===== config.mk =====
export PLATFORM = sky130hd
export DESIGN_NAME = wbm_spi_ctrl
export DESIGN_NICKNAME = d
export VERILOG_FILES = /design/src/rtl/wbm_spi_ctrl.sv
export SDC_FILE = /design/constraint.sdc
export NUM_CORES = 1
export LEC_CHECK = 0
export CAP_MARGIN = 0
export CORE_MARGIN = 3
export CORE_UTILIZATION = 48
export DETAILED_ROUTE_END_ITERATION = 16
export PLACE_DENSITY = 0.85
export SYNTH_ARGS = -nofsm -noshare
export SYNTH_HDL_FRONTEND = slang
export SYNTH_SLANG_ARGS = --single-unit

===== constraint.sdc =====
create_clock -name wbm_clk_i -period 1.94 [get_ports wbm_clk_i]
set_input_delay 0.194 -clock wbm_clk_i [delete_from_list [all_inputs] [get_ports wbm_clk_i]]
set_output_delay 0.194 -clock wbm_clk_i [all_outputs]
set_load 0.01 [all_outputs]

===== src/rtl/wbm_spi_ctrl.sv =====
// Purpose: turns SPI command bytes into single pipelined Wishbone B4 transactions and returns status/read-data bytes.
// Latency: last rx byte -> stb at the next edge; ack -> tx_valid one cycle later; abort after TIMEOUT cycles of cyc.
// Backpressure: rx bytes consumed only in CMD/ADDR/WDATA (one outstanding transaction); each tx byte held until tx_ack_i.
module wbm_spi_ctrl #(
  parameter int TIMEOUT = 255
) (
  input  logic        wbm_clk_i,
  input  logic        wbm_rst_ni,
  input  logic        rx_valid_i,
  input  logic [7:0]  rx_data_i,
  output logic        rx_ack_o,
  output logic        tx_valid_o,
  output logic [7:0]  tx_data_o,
  input  logic        tx_ack_i,
  output logic        wbm_cyc_o,
  output logic        wbm_stb_o,
  output logic        wbm_we_o,
  output logic [3:0]  wbm_sel_o,
  output logic [7:0]  wbm_adr_o,
  output logic [31:0] wbm_dat_o,
  input  logic [31:0] wbm_dat_i,
  input  logic        wbm_stall_i,
  input  logic        wbm_ack_i
);

  // The counter only has to reach TIMEOUT-1: the abort fires on that cycle.
  localparam int              TW       = (TIMEOUT < 2) ? 1 : $clog2(TIMEOUT);
  localparam logic [TW-1:0]   TMO_LAST = TW'(TIMEOUT - 1);

  localparam logic [7:0] ST_OK  = 8'h00;
  localparam logic [7:0] ST_BAD = 8'hC0;
  localparam logic [7:0] ST_TMO = 8'hEE;

  typedef enum logic [2:0] {
    S_CMD    = 3'd0,
    S_ADDR   = 3'd1,
    S_WDATA  = 3'd2,
    S_REQ    = 3'd3,
    S_WAIT   = 3'd4,
    S_STATUS = 3'd5,
    S_RDATA  = 3'd6
  } state_t;

  state_t         r_state;
  state_t         w_next;

  logic           r_we;
  logic [3:0]     r_sel;
  logic [7:0]     r_adr;
  logic [31:0]    r_dat;
  logic [31:0]    r_rdata;
  logic [7:0]     r_status;
  logic [1:0]     r_cnt;
  logic [TW-1:0]  r_tmo;

  logic           w_bad_cmd;
  logic           w_busy;
  logic           w_done;
  logic           w_abort;
  logic [31:0]    w_rshift;
  logic [7:0]     w_rbyte;

  // Reserved command bits must be zero for the frame to be accepted.
  assign w_bad_cmd = (rx_data_i[6:4] != 3'b000);

  // cyc is held in REQ and WAIT; the timeout window covers exactly these states.
  assign w_busy = (r_state == S_REQ) || (r_state == S_WAIT);

  // An ack in REQ only counts on the cycle the strobe is actually accepted.
  assign w_done = ((r_state == S_REQ) && !wbm_stall_i && wbm_ack_i) ||
                  ((r_state == S_WAIT) && wbm_ack_i);

  // Ack on the last allowed cycle still wins over the abort.
  assign w_abort = w_busy && !w_done && (r_tmo == TMO_LAST);

  // Read data goes out MSB first; r_cnt selects the byte.
  assign w_rshift = r_rdata << {r_cnt, 3'b000};
  assign w_rbyte  = w_rshift[31:24];

  assign wbm_we_o  = r_we;
  assign wbm_sel_o = r_sel;
  assign wbm_adr_o = r_adr;
  assign wbm_dat_o = r_dat;

  // State register.
  always_ff @(posedge wbm_clk_i) begin
    if (!wbm_rst_ni) begin
      r_state <= S_CMD;
    end else begin
      r_state <= w_next;
    end
  end

  // Next-state decode.
  always_comb begin
    w_next = r_state;
    unique case (r_state)
      S_CMD: begin
        if (rx_valid_i) begin
          w_next = w_bad_cmd ? S_STATUS : S_ADDR;
        end
      end
      S_ADDR: begin
        if (rx_valid_i) begin
          w_next = r_we ? S_WDATA : S_REQ;
        end
      end
      S_WDATA: begin
        if (rx_valid_i && (r_cnt == 2'd3)) begin
          w_next = S_REQ;
        end
      end
      S_REQ: begin
        if (w_done || w_abort) begin
          w_next = S_STATUS;
        end else if (!wbm_stall_i) begin
          w_next = S_WAIT;
        end
      end
      S_WAIT: begin
        if (w_done || w_abort) begin
          w_next = S_STATUS;
        end
      end
      S_STATUS: begin
        if (tx_ack_i) begin
          w_next = (r_we || (r_status == ST_BAD)) ? S_CMD : S_RDATA;
        end
      end
      S_RDATA: begin
        if (tx_ack_i && (r_cnt == 2'd3)) begin
          w_next = S_CMD;
        end
      end
      default: w_next = S_CMD;
    endcase
  end

  // Outputs decoded from the current state only.
  always_comb begin
    rx_ack_o   = 1'b0;
    wbm_cyc_o  = 1'b0;
    wbm_stb_o  = 1'b0;
    tx_valid_o = 1'b0;
    tx_data_o  = 8'h00;
    unique case (r_state)
      S_CMD, S_ADDR, S_WDATA: begin
        rx_ack_o = rx_valid_i;
      end
      S_REQ: begin
        wbm_cyc_o = 1'b1;
        wbm_stb_o = 1'b1;
      end
      S_WAIT: begin
        wbm_cyc_o = 1'b1;
      end
      S_STATUS: begin
        tx_valid_o = 1'b1;
        tx_data_o  = r_status;
      end
      S_RDATA: begin
        tx_valid_o = 1'b1;
        tx_data_o  = w_rbyte;
      end
      default: begin
        rx_ack_o = 1'b0;
      end
    endcase
  end

  // Command and address fields captured as their bytes arrive.
  always_ff @(posedge wbm_clk_i) begin
    if (!wbm_rst_ni) begin
      r_we  <= 1'b0;
      r_sel <= 4'h0;
      r_adr <= 8'h00;
    end else begin
      if ((r_state == S_CMD) && rx_valid_i) begin
        r_we  <= rx_data_i[7];
        r_sel <= rx_data_i[3:0];
      end
      if ((r_state == S_ADDR) && rx_valid_i) begin
        r_adr <= rx_data_i;
      end
    end
  end

  // Write data shifts in from the LSB end so the first byte lands in [31:24].
  always_ff @(posedge wbm_clk_i) begin
    if (!wbm_rst_ni) begin
      r_dat <= 32'h0;
    end else if ((r_state == S_WDATA) && rx_valid_i) begin
      r_dat <= {r_dat[23:0], rx_data_i};
    end
  end

  // Byte counter shared by the write-data and read-data phases.
  always_ff @(posedge wbm_clk_i) begin
    if (!wbm_rst_ni) begin
      r_cnt <= 2'd0;
    end else begin
      unique case (r_state)
        S_ADDR: begin
          if (rx_valid_i) begin
            r_cnt <= 2'd0;
          end
        end
        S_WDATA: begin
          if (rx_valid_i) begin
            r_cnt <= r_cnt + 2'd1;
          end
        end
        S_STATUS: begin
          if (tx_ack_i) begin
            r_cnt <= 2'd0;
          end
        end
        S_RDATA: begin
          if (tx_ack_i) begin
            r_cnt <= r_cnt + 2'd1;
          end
        end
        default: begin
          r_cnt <= r_cnt;
        end
      endcase
    end
  end

  // Timeout counter runs every cycle cyc is high and clears otherwise.
  always_ff @(posedge wbm_clk_i) begin
    if (!wbm_rst_ni) begin
      r_tmo <= '0;
    end else if (w_busy) begin
      r_tmo <= r_tmo + TW'(1);
    end else begin
      r_tmo <= '0;
    end
  end

  // Response status and read-data capture; an abort zeroes the read data.
  always_ff @(posedge wbm_clk_i) begin
    if (!wbm_rst_ni) begin
      r_status <= ST_OK;
      r_rdata  <= 32'h0;
    end else begin
      if ((r_state == S_CMD) && rx_valid_i && w_bad_cmd) begin
        r_status <= ST_BAD;
      end else if (w_done) begin
        r_status <= ST_OK;
        if (!r_we) begin
          r_rdata <= wbm_dat_i;
        end
      end else if (w_abort) begin
        r_status <= ST_TMO;
        r_rdata  <= 32'h0;
      end
    end
  end

endmodule


==> flow_metrics.py, run 1 <==
metrics = {
    "critical_path": {
        "path_class": "register to register",
        "rr_endpoint": "r_rdata[3]",
        "critPathSlowestCell": "dfxtp_1",
        "crit_path_max_incr_delay_ps": 350,
        "crit_top_cell": "buf_4",
        "critPathCaptureType": "register",
        "cp-start-kind": "register",
        "r2r_slack_ps": 20,
        "worstPathMaxFanout": 16,
        "worstPathCellList": "buf_6, nand3b_1, buf_4, buf_4, nand2_2, buf_4, a311oi_4, buf_4, clkbuf_16, a22o_1",
        "rr_worst_depth": 10,
        "required_ps": 2250,
        "r2r-start": "r_state[2]",
        "cp.arrival_ps": 2230,
    },
    "power": {
        "peakVddDrop_uv": 496,
        "p_sw_frac": 0.311,
        "p_int_w": 0.00346,
        "p_leak_nw": 1.95,
        "p_comb_frac": 0.301,
        "powerDensity_nw_per_um2": 953,
        "p_seq_frac": 0.445,
        "p_sw_w": 0.00156,
        "p_clk_frac": 0.255,
    },
    "timing": {
        "fmax_mhz": 520,
        "period_minus_slack_ps": 1920,
        "maxSlewHeadroom": 0.744,
        "hold_viol_final": 0,
        "finalSetupViolations": 0,
        "timing.hold.ws_ps": 422,
        "tightest_slew_ps": 383,
        "rsz0062_at_grt": "yes",
        "fin_ws_ps": 17.7,
        "maxSlewViolCount": 0,
        "fin_skew_ps": 11.0,
        "post-route-period-util": 0.991,
    },
    "placement": {
        "gp_congestion": 0.857,
        "io_buffer_count": 102,
        "dp_slack_ps": 30.5,
        "hpwl_mm": 6.86,
    },
    "synth": {
        "synth_xor_area_frac": 0.0142,
        "ys_seq_elements": 92,
        "synth_flop_cell": "dfxtp_1",
        "yosys.area_share.adder": 0.0101,
        "synth_mux_area_frac": 0.0866,
        "yosysWarnings": 0,
        "netlist_area_sq_um": 3710,
        "yosys.area_share.simple": 0.161,
        "synthArstFlopShare": 0,
        "syn-num-nets": 447,
        "ys_seq_area_frac": 0.496,
        "postSynthAreaPerCell_sq_um": 9.33,
        "synth_compound_area_frac": 0.191,
        "synthCells": 398,
        "synth_edf_count": 0,
        "yosys.cell_types.count": 44,
        "synth_top_family_by_area": "compound AO/OA/AOI/OAI gates",
    },
    "grt": {
        "grt_pass1_vias": 3283,
        "grt_pass1_wl_mm": 15.3,
        "grt_overflow_total": 0,
        "grt_usage": 0.219,
        "grt_start_max_net_pins": 35,
        "antenna_found_initial": 0,
    },
    "clocking": {
        "cts_made_buffers": 9,
        "cts_hold_buffers": 0,
        "cts_sinks": 92,
        "htree_levels": 3,
        "cts.path.max_buffers": 2,
        "cts_tree": "done",
        "cts-root-buf": "clkbuf_8",
        "clk_pin_slew_ps": 90,
        "insertion_delay_ps": 360,
    },
    "floorplan": {
        "pin_count": 103,
        "placementRows": 31,
        "die_y_um": 94.0,
        "die_x_um": 94.0,
        "initial_utilization": 0.504,
        "core_sq_um": 7370,
        "die-area_sq_um": 8830,
    },
    "routing": {
        "ant_nets": 0,
        "post_drt_wl_per_cell_um": 15.9,
        "via_per_inst": 5.51,
        "drt-total-wl_mm": 9.79,
        "remaining_drc_errors": 0,
        "first_iter_violations": 139,
        "drt_first_pass_iters": 5,
        "dr_total_vias": 3397,
    },
    "min_path": {
        "hp-class": "primary input to register",
        "holdPathStages": 2,
        "hold_start": "wbm_dat_i[13]",
        "hold_end": "r_rdata[13]",
    },
    "run": {
        "cap_viol_max_count": 0,
    },
    "cells_and_area": {
        "nFillCells": 552,
        "final_cell_mix": "clkdlybuf4s50_1, dfxtp_1, nand2_1, a21oi_1, a22o_1",
        "nNetsFinal": 562,
        "synthToLayoutAreaGrowth_pct": 41.8,
        "layout_commonest_cell": "clkdlybuf4s50_1",
        "layout-drive-gt1-share": 0.154,
        "diodes": 0,
    },
    "outcome": {
        "status": "finished clean",
    },
}
==> worst max-delay path: cells and delay by family, from the launching register on <==
kind            cells  cell delay, ps
buf+inv             6             940
compound gates      2             390
flops               1             350
simple gates        2             200
==> cell families (layout without fill, tap and decap cells) <==
| group | after synthesis | in the layout |
|---|---|---|
| AOI/OAI and AO/OA | 100 | 100 |
| xor gates and xnor gates | 6 | 6 |
| adders and majority gates | 3 | 3 |
| buffers and inverters | 34 | 154 |
| DFF | 92 | 92 |
| muxes | 22 | 22 |
| and+or+nand+nor | 141 | 141 |
==> power groups by stage <==
stage,combinational (W),clock (W),sequential [W]
after floorplan,0.000795,0,0.00223
after global placement,0.00130,0,0.00224
after detailed placement,0.00135,0,0.00225
after CTS,0.00141,0.00130,0.00222
after global routing,0.00163,0.00137,0.00225
final,0.00151,0.00128,0.00223
==> cell usage after synthesis (all sizes together) (2+ instances only) <==
cell type	instances	area, sq um
o311ai	2	17.5
xor2	2	17.5
nand3	4	20.0
a21oi	42	210
dfxtp	92	1840
nor3	6	40.0
nor2b	4	25.0
a22o	32	280
clkbuf	22	82.6
a22oi	2	15.0
o21ai	7	35.0
a31oi	2	12.5
mux4	8	180
xnor2	4	35.0
nand2	87	327
ha	3	37.5
mux2i	13	130
inv	6	22.5
and3	5	31.3
buf	5	43.8
nor2	29	109
a311oi	2	35.0
==> how the worst max path moves through the flow <==
stage	start	end	slack, ps
finish	r_state[2]	r_rdata[3]	20
global route	r_cnt[0]	tx_data_o[3]	-40
CTS	r_cnt[0]	tx_data_o[6]	-30
detailed placement	r_state[0]	r_rdata[14]	30
global placement	r_state[0]	tx_data_o[3]	50
floorplan	r_state[2]	r_rdata[10]	170
==> through the flow <==
stage / instance area, sq um / TNS, ps / utilization / power [W] / instances
2_1_floorplan: 3710 / 0 / - / 0.00302 / 398
3_3_place_gp: 4930 / 0 / 0.669 / 0.00354 / 591
3_5_place_dp: 4930 / 0 / 0.669 / 0.00360 / 591
4_1_cts: 5190 / -64.0 / 0.705 / 0.00492 / 611
5_1_grt: 5270 / -544 / 0.714 / 0.00524 / 617
6_report: 5270 / 0 / 0.714 / 0.00502 / 617
==> cell type report <==
cell class,instances,area (sq um),share of cell area
tap,99,124,0.0235
clock inverter,6,70.1,0.0133
multi-input combinational,272,1770,0.336
sequential,92,1850,0.351
timing repair buffer,131,1300,0.246
clock buffer,10,128,0.0242
inverter,7,26.3,0.00499
==> routing by layer <==
| layer | GRT usage | part of all wire | vias to the layer above |
|---|---|---|---|
| met1 | 0.266 | 0.42 | 1593 |
| li1 | - | - | 1626 |
| met2 | 0.360 | 0.49 | 158 |
| met5 | 0 | 0 | - |
| met4 | 0.0890 | 0.019 | 0 |
| met3 | 0.0657 | 0.073 | 20 |
==> state kept, by name, indices dropped and copies added (netlist names) <==
| register | count |
|---|---|
| r_tmo | 8 |
| wbm_we_o | 1 |
| r_status | 2 |
| wbm_sel_o | 4 |
| r_state | 3 |
| wbm_adr_o | 8 |
| r_rdata | 32 |
| r_cnt | 2 |
| wbm_dat_o | 32 |
==> what timing repair did <==
item / 4_1_cts / 5_1_grt
gates resized for setup: 40 / 15
buffers inserted: 3 / 5
endpoints found under the setup margin: 11 / 43
gates cloned: 1 / 1
pin swaps: 3 / 1
endpoints found under the hold margin: 0 / 0
Note: power is estimated with default switching activity, not from simulation.
==> run 2, diff against run 1 <==
Settings changed: CELL_PAD_IN_SITES_DETAIL_PLACEMENT from default to 0, CELL_PAD_IN_SITES_GLOBAL_PLACEMENT from default to 1, CORE_ASPECT_RATIO from default to 0.6, CORE_UTILIZATION 48 to 36.
==> run 2 against run 1 <==
- sequential share of layout area down 0.67 points
- first-iteration DRC count up 41%
- flip-flop and latch count unchanged
- sequential power about the same
==> flow_metrics.py, run 2 (synthesized netlist as in run 1, its figures left out) <==
metrics = {
    "routing": {
        "remaining_drc_errors": 0,
        "first_iter_violations": 196,
        "ant_nets": 0,
        "post_drt_wl_per_cell_um": 14.9,
        "dr_total_vias": 3212,
        "drt_first_pass_iters": 6,
        "via_per_inst": 4.96,
        "drt-total-wl_mm": 9.67,
    },
    "timing": {
        "period_minus_slack_ps": 1890,
        "setup-tns-final_ps": 0,
        "post-route-period-util": 0.974,
        "maxSlewHeadroom": 0.753,
        "hold_viol_final": 0,
        "rsz0062_at_grt": "no",
        "maxSlewViolCount": 0,
        "finalSetupViolations": 0,
        "tightest_slew_ps": 365,
        "fin_ws_ps": 50.7,
        "fmax_mhz": 529,
        "fin_skew_ps": 5.24,
    },
    "placement": {
        "hpwl_mm": 6.93,
        "gp_congestion": 0.790,
        "postPlaceCellArea_sq_um": 5010,
        "io_buffer_count": 102,
        "dp_cells": 630,
        "dp_slack_ps": 14.7,
    },
    "cells_and_area": {
        "nFillCells": 921,
        "fin_cells": 647,
        "nNetsFinal": 556,
        "layout-drive-gt1-share": 0.133,
        "fin_area_sq_um": 5350,
        "final_cell_mix": "dfxtp_1, clkdlybuf4s50_1, nand2_1, a21oi_1, a22o_1",
        "register_area_sq_um": 1840,
        "layout_commonest_cell": "dfxtp_1",
        "diodes": 0,
        "synthToLayoutAreaGrowth_pct": 43.9,
        "multiInputGateArea_sq_um": 1740,
    },
    "power": {
        "p_leak_nw": 1.97,
        "peakVddDrop_uv": 484,
        "powerDensity_nw_per_um2": 1050,
        "p_total_w": 0.00564,
    },
    "floorplan": {
        "placementRows": 28,
        "core_sq_um": 9950,
        "die_y_um": 84.7,
        "die_x_um": 137,
        "pin_count": 103,
        "die-area_sq_um": 11600,
        "initial_utilization": 0.373,
    },
    "outcome": {
        "status": "finished clean",
    },
    "clocking": {
        "clk_pin_slew_ps": 70,
        "htree_levels": 3,
        "insertion_delay_ps": 330,
        "cts.path.max_buffers": 2,
        "cts_tree": "done",
        "cts_made_buffers": 9,
        "cts-root-buf": "clkbuf_16",
        "cts_sinks": 92,
    },
    "grt": {
        "grt_usage": 0.170,
        "antenna_found_initial": 0,
        "grt_pass1_wl_mm": 15.9,
        "grt_overflow_total": 0,
        "grt_pass1_vias": 3141,
        "grt_start_max_net_pins": 33,
    },
    "critical_path": {
        "critPathSlowestCell": "or3b_4",
        "critPathCaptureType": "register",
        "cp-start-kind": "register",
        "required_ps": 2220,
        "cp.arrival_ps": 2170,
        "crit_path_max_incr_delay_ps": 450,
        "path_delay_family": "compound AO/OA/AOI/OAI gates",
        "worstPathMaxFanout": 32,
        "worst-path-buf-inv": 1,
        "worstPathCellList": "or3b_4, o22a_4, a311oi_4, buf_12, a22o_1",
        "path_class": "register to register",
    },
    "run": {
        "cap_viol_max_count": 0,
    },
    "min_path": {
        "hp-class": "primary input to register",
    },
}
-- run 2: path summary, 6_finish.rpt --
path,startpoint,end,slack (ps),cells after the start
worst max register to register,r_state[1],r_rdata[3],50,5
worst max-delay path,r_state[1],r_rdata[3],50,5
worst min register to register,wbm_dat_o[31],wbm_dat_o[31],450,2
worst min-delay path,wbm_dat_i[5],r_rdata[5],440,2
-- run 2: layer usage --
metal	share of wire	GRT usage	vias to the layer above	wire, um
met4	0.011	0.0389	0	110
li1	-	-	1615	-
met5	0	0	-	0
met2	0.42	0.247	77	4080
met1	0.51	0.250	1511	4940
met3	0.055	0.0455	9	530
-- run 2: layout make-up --
class | instances | area share
clock inverter | 6 | 0.0208
timing repair buffer | 125 | 0.228
clock buffer | 10 | 0.0447
inverter | 7 | 0.00492
tap | 135 | 0.0316
sequential | 92 | 0.345
multi-input combinational | 272 | 0.325
-- run 2: repair_timing --
item,4_1_cts,5_1_grt
buffers inserted,1,0
hold buffers,0,0
endpoints found under the setup margin,11,38
gates resized for setup,27,11
-- run 2: stage by stage --
stage / hold slack, ps / util
3_3_place_gp: 441 / 0.504
3_5_place_dp: 447 / 0.504
6_report: 443 / 0.537
4_1_cts: 429 / 0.540
2_1_floorplan: 319 / -
5_1_grt: 434 / 0.537
-- run 2: power breakdown --
part	leakage, nW	internal (W)	switching, W	total, W
clock	0.169	0.00129	0.000735	0.00203
combinational	1.06	0.000701	0.000696	0.00140
sequential	0.745	0.00208	0.000138	0.00221
total	1.97	0.00407	0.00157	0.00564
-- run 2: worst register-to-register path, stage by stage, from the launching register on --
cell and delay, ps:
dfxtp_1 360, or3b_4 450, o22a_4 290, a311oi_4 320, buf_12 230, a22o_1 190
==> run 3, diff against run 2 <==
Settings changed: CAP_MARGIN 0 to default.
Clock period 1.94 ns to 1.92 ns, I/O delays scaled along.
==> run 3 against run 2 <==
- worst hold slack worse by 5.2 ps
- fmax hardly changed
- count of clock-buffer cells in the layout stayed put
- first-iteration DRC count is 13% higher
- largest power group unchanged
- flip-flop and latch count stayed put
- core utilization is 1.0 points higher
- worst setup slack worse by 20 ps
- global-route usage is 0.61 points higher
- largest cell class unchanged
- wire length is 7.2% higher
- critical path depth is 2 higher
- critical endpoint is now r_rdata[24]
- clock skew is 0.69 ps higher
- final area is 1.9% higher
==> flow_metrics.py, run 3 (synthesized netlist as in run 1, its figures left out) <==
metrics = {
    "outcome": {
        "status": "finished clean",
    },
    "critical_path": {
        "cp-startpoint": "r_state[1]",
        "r2r-start": "r_state[1]",
        "required_ps": 2150,
        "cp-endpoint": "r_rdata[24]",
        "worst-path-buf-inv": 2,
        "critPathCaptureType": "register",
        "crit_path_max_incr_delay_ps": 400,
        "cp-start-kind": "register",
        "path_class": "register to register",
        "cp.arrival_ps": 2120,
        "worstPathCellList": "or3b_4, o22a_4, nor2_4, a311oi_4, buf_12, buf_6, a22o_1",
        "rr_worst_depth": 7,
        "r2r_slack_ps": 30,
        "worstPathMaxFanout": 8,
        "path_depth": 7,
        "critPathSlowestCell": "or3b_4",
        "rr_endpoint": "r_rdata[24]",
        "path_delay_family": "compound AO/OA/AOI/OAI gates",
    },
    "placement": {
        "hpwl_mm": 7.04,
        "gp_congestion": 0.768,
        "dp_slack_ps": 10.0,
        "io_buffer_count": 102,
    },
    "cells_and_area": {
        "diodes": 0,
        "final_cell_mix": "clkdlybuf4s50_1, dfxtp_1, nand2_1, a21oi_1, a22o_1",
        "nNetsFinal": 567,
        "synthToLayoutAreaGrowth_pct": 46.7,
        "layout_commonest_cell": "clkdlybuf4s50_1",
        "layout-drive-gt1-share": 0.155,
        "nFillCells": 894,
    },
    "routing": {
        "drt-total-wl_mm": 10.4,
        "dr_total_vias": 3291,
        "post_drt_wl_per_cell_um": 15.7,
        "drt_first_pass_iters": 4,
        "remaining_drc_errors": 0,
        "ant_nets": 0,
        "via_per_inst": 5.00,
        "first_iter_violations": 221,
    },
    "grt": {
        "grt_start_max_net_pins": 33,
        "grt_overflow_total": 0,
        "antenna_found_initial": 0,
        "grt_usage": 0.176,
        "grt_pass1_vias": 3179,
        "grt_pass1_wl_mm": 16.2,
    },
    "timing": {
        "post-route-period-util": 0.984,
        "period_minus_slack_ps": 1890,
        "timing.hold.ws_ps": 438,
        "maxSlewViolCount": 0,
        "tightest_slew_ps": 398,
        "hold_viol_final": 0,
        "fmax_mhz": 529,
        "fin_ws_ps": 31.0,
        "rsz0062_at_grt": "yes",
        "maxSlewHeadroom": 0.735,
        "finalSetupViolations": 0,
        "fin_skew_ps": 5.93,
    },
    "power": {
        "p_leak_nw": 2.02,
        "peakVddDrop_uv": 491,
        "p_total_w": 0.00561,
        "powerDensity_nw_per_um2": 1030,
    },
    "min_path": {
        "hp-class": "primary input to register",
    },
    "clocking": {
        "cts_sinks": 92,
        "htree_levels": 3,
        "insertion_delay_ps": 340,
        "cts-root-buf": "clkbuf_16",
        "cts.path.max_buffers": 2,
        "cts_tree": "done",
        "clk_pin_slew_ps": 70,
        "cts_made_buffers": 9,
    },
    "floorplan": {
        "die_y_um": 84.7,
        "die-area_sq_um": 11600,
        "core_sq_um": 9950,
        "placementRows": 28,
        "die_x_um": 137,
        "initial_utilization": 0.373,
        "pin_count": 103,
    },
    "run": {
        "cap_viol_max_count": 0,
    },
}
## run 3: cell count changes in the layout (fill, tap and decap cells not counted), sizes merged
cell / change
clkinv: +1
buf: +10
clkbuf: +1
clkinvlp: +1
bufinv: -2
## run 3: area by class of cell
type,instances,area [sq um],share of cell area
well taps,135,169,0.0310
repair buffers,136,1360,0.249
multi-input cells,272,1740,0.320
flip-flops and latches,92,1850,0.340
inverters,7,26.3,0.00482
clock inverters,6,63.8,0.0117
clock buffers,10,239,0.0439
## run 3: metrics by stage
step	setup TNS, ps	cell area [sq um]	cells	utilization
final	0	5450	658	0.548
after global routing	-203	5450	658	0.548
after CTS	-66.0	5330	648	0.536
after detailed placement	0	5010	630	0.504
after global placement	0	5010	630	0.504
after floorplan	0	3710	398	-
## run 3: power breakdown
part,switching [W],internal (W)
Combinational,0.000765,0.000810
Sequential,0.000136,0.00211
Clock,0.000749,0.00104
Total,0.00165,0.00396
## run 3: worst min path at each step
stage,startpoint,endpoint,slack (ps),cells after the start
final,wbm_dat_i[11],r_rdata[11],440,2
after global routing,wbm_dat_i[20],r_rdata[20],430,2
after CTS,wbm_dat_i[11],r_rdata[11],420,2
after detailed placement,wbm_dat_o[29],wbm_dat_o[29],450,2
after global placement,r_tmo[0],r_tmo[0],440,1
after floorplan,wbm_dat_i[10],r_rdata[10],320,1
## run 3: layer usage
layer | track usage | wire length [um]
met5 | 0 | 0
met1 | 0.255 | 5310
met4 | 0.0480 | 23
met3 | 0.0485 | 441
met2 | 0.257 | 4590
## run 3: worst reg2reg max path, stage by stage, from the launching register on
cell      delay, ps
dfxtp_4         360
or3b_4          400
o22a_4          300
nor2_4          130
a311oi_4         60
buf_12          160
buf_6           140
a22o_1          230
## run 3: repair_timing
item                                   4_1_cts  5_1_grt
cloned                                       0        3
hold buffers                                 0        0
buffers inserted                             2        7
resized for setup                           27       18
endpoints found under the hold margin        0        0
pin swaps                                    0       24
setup endpoints to repair                   11       42
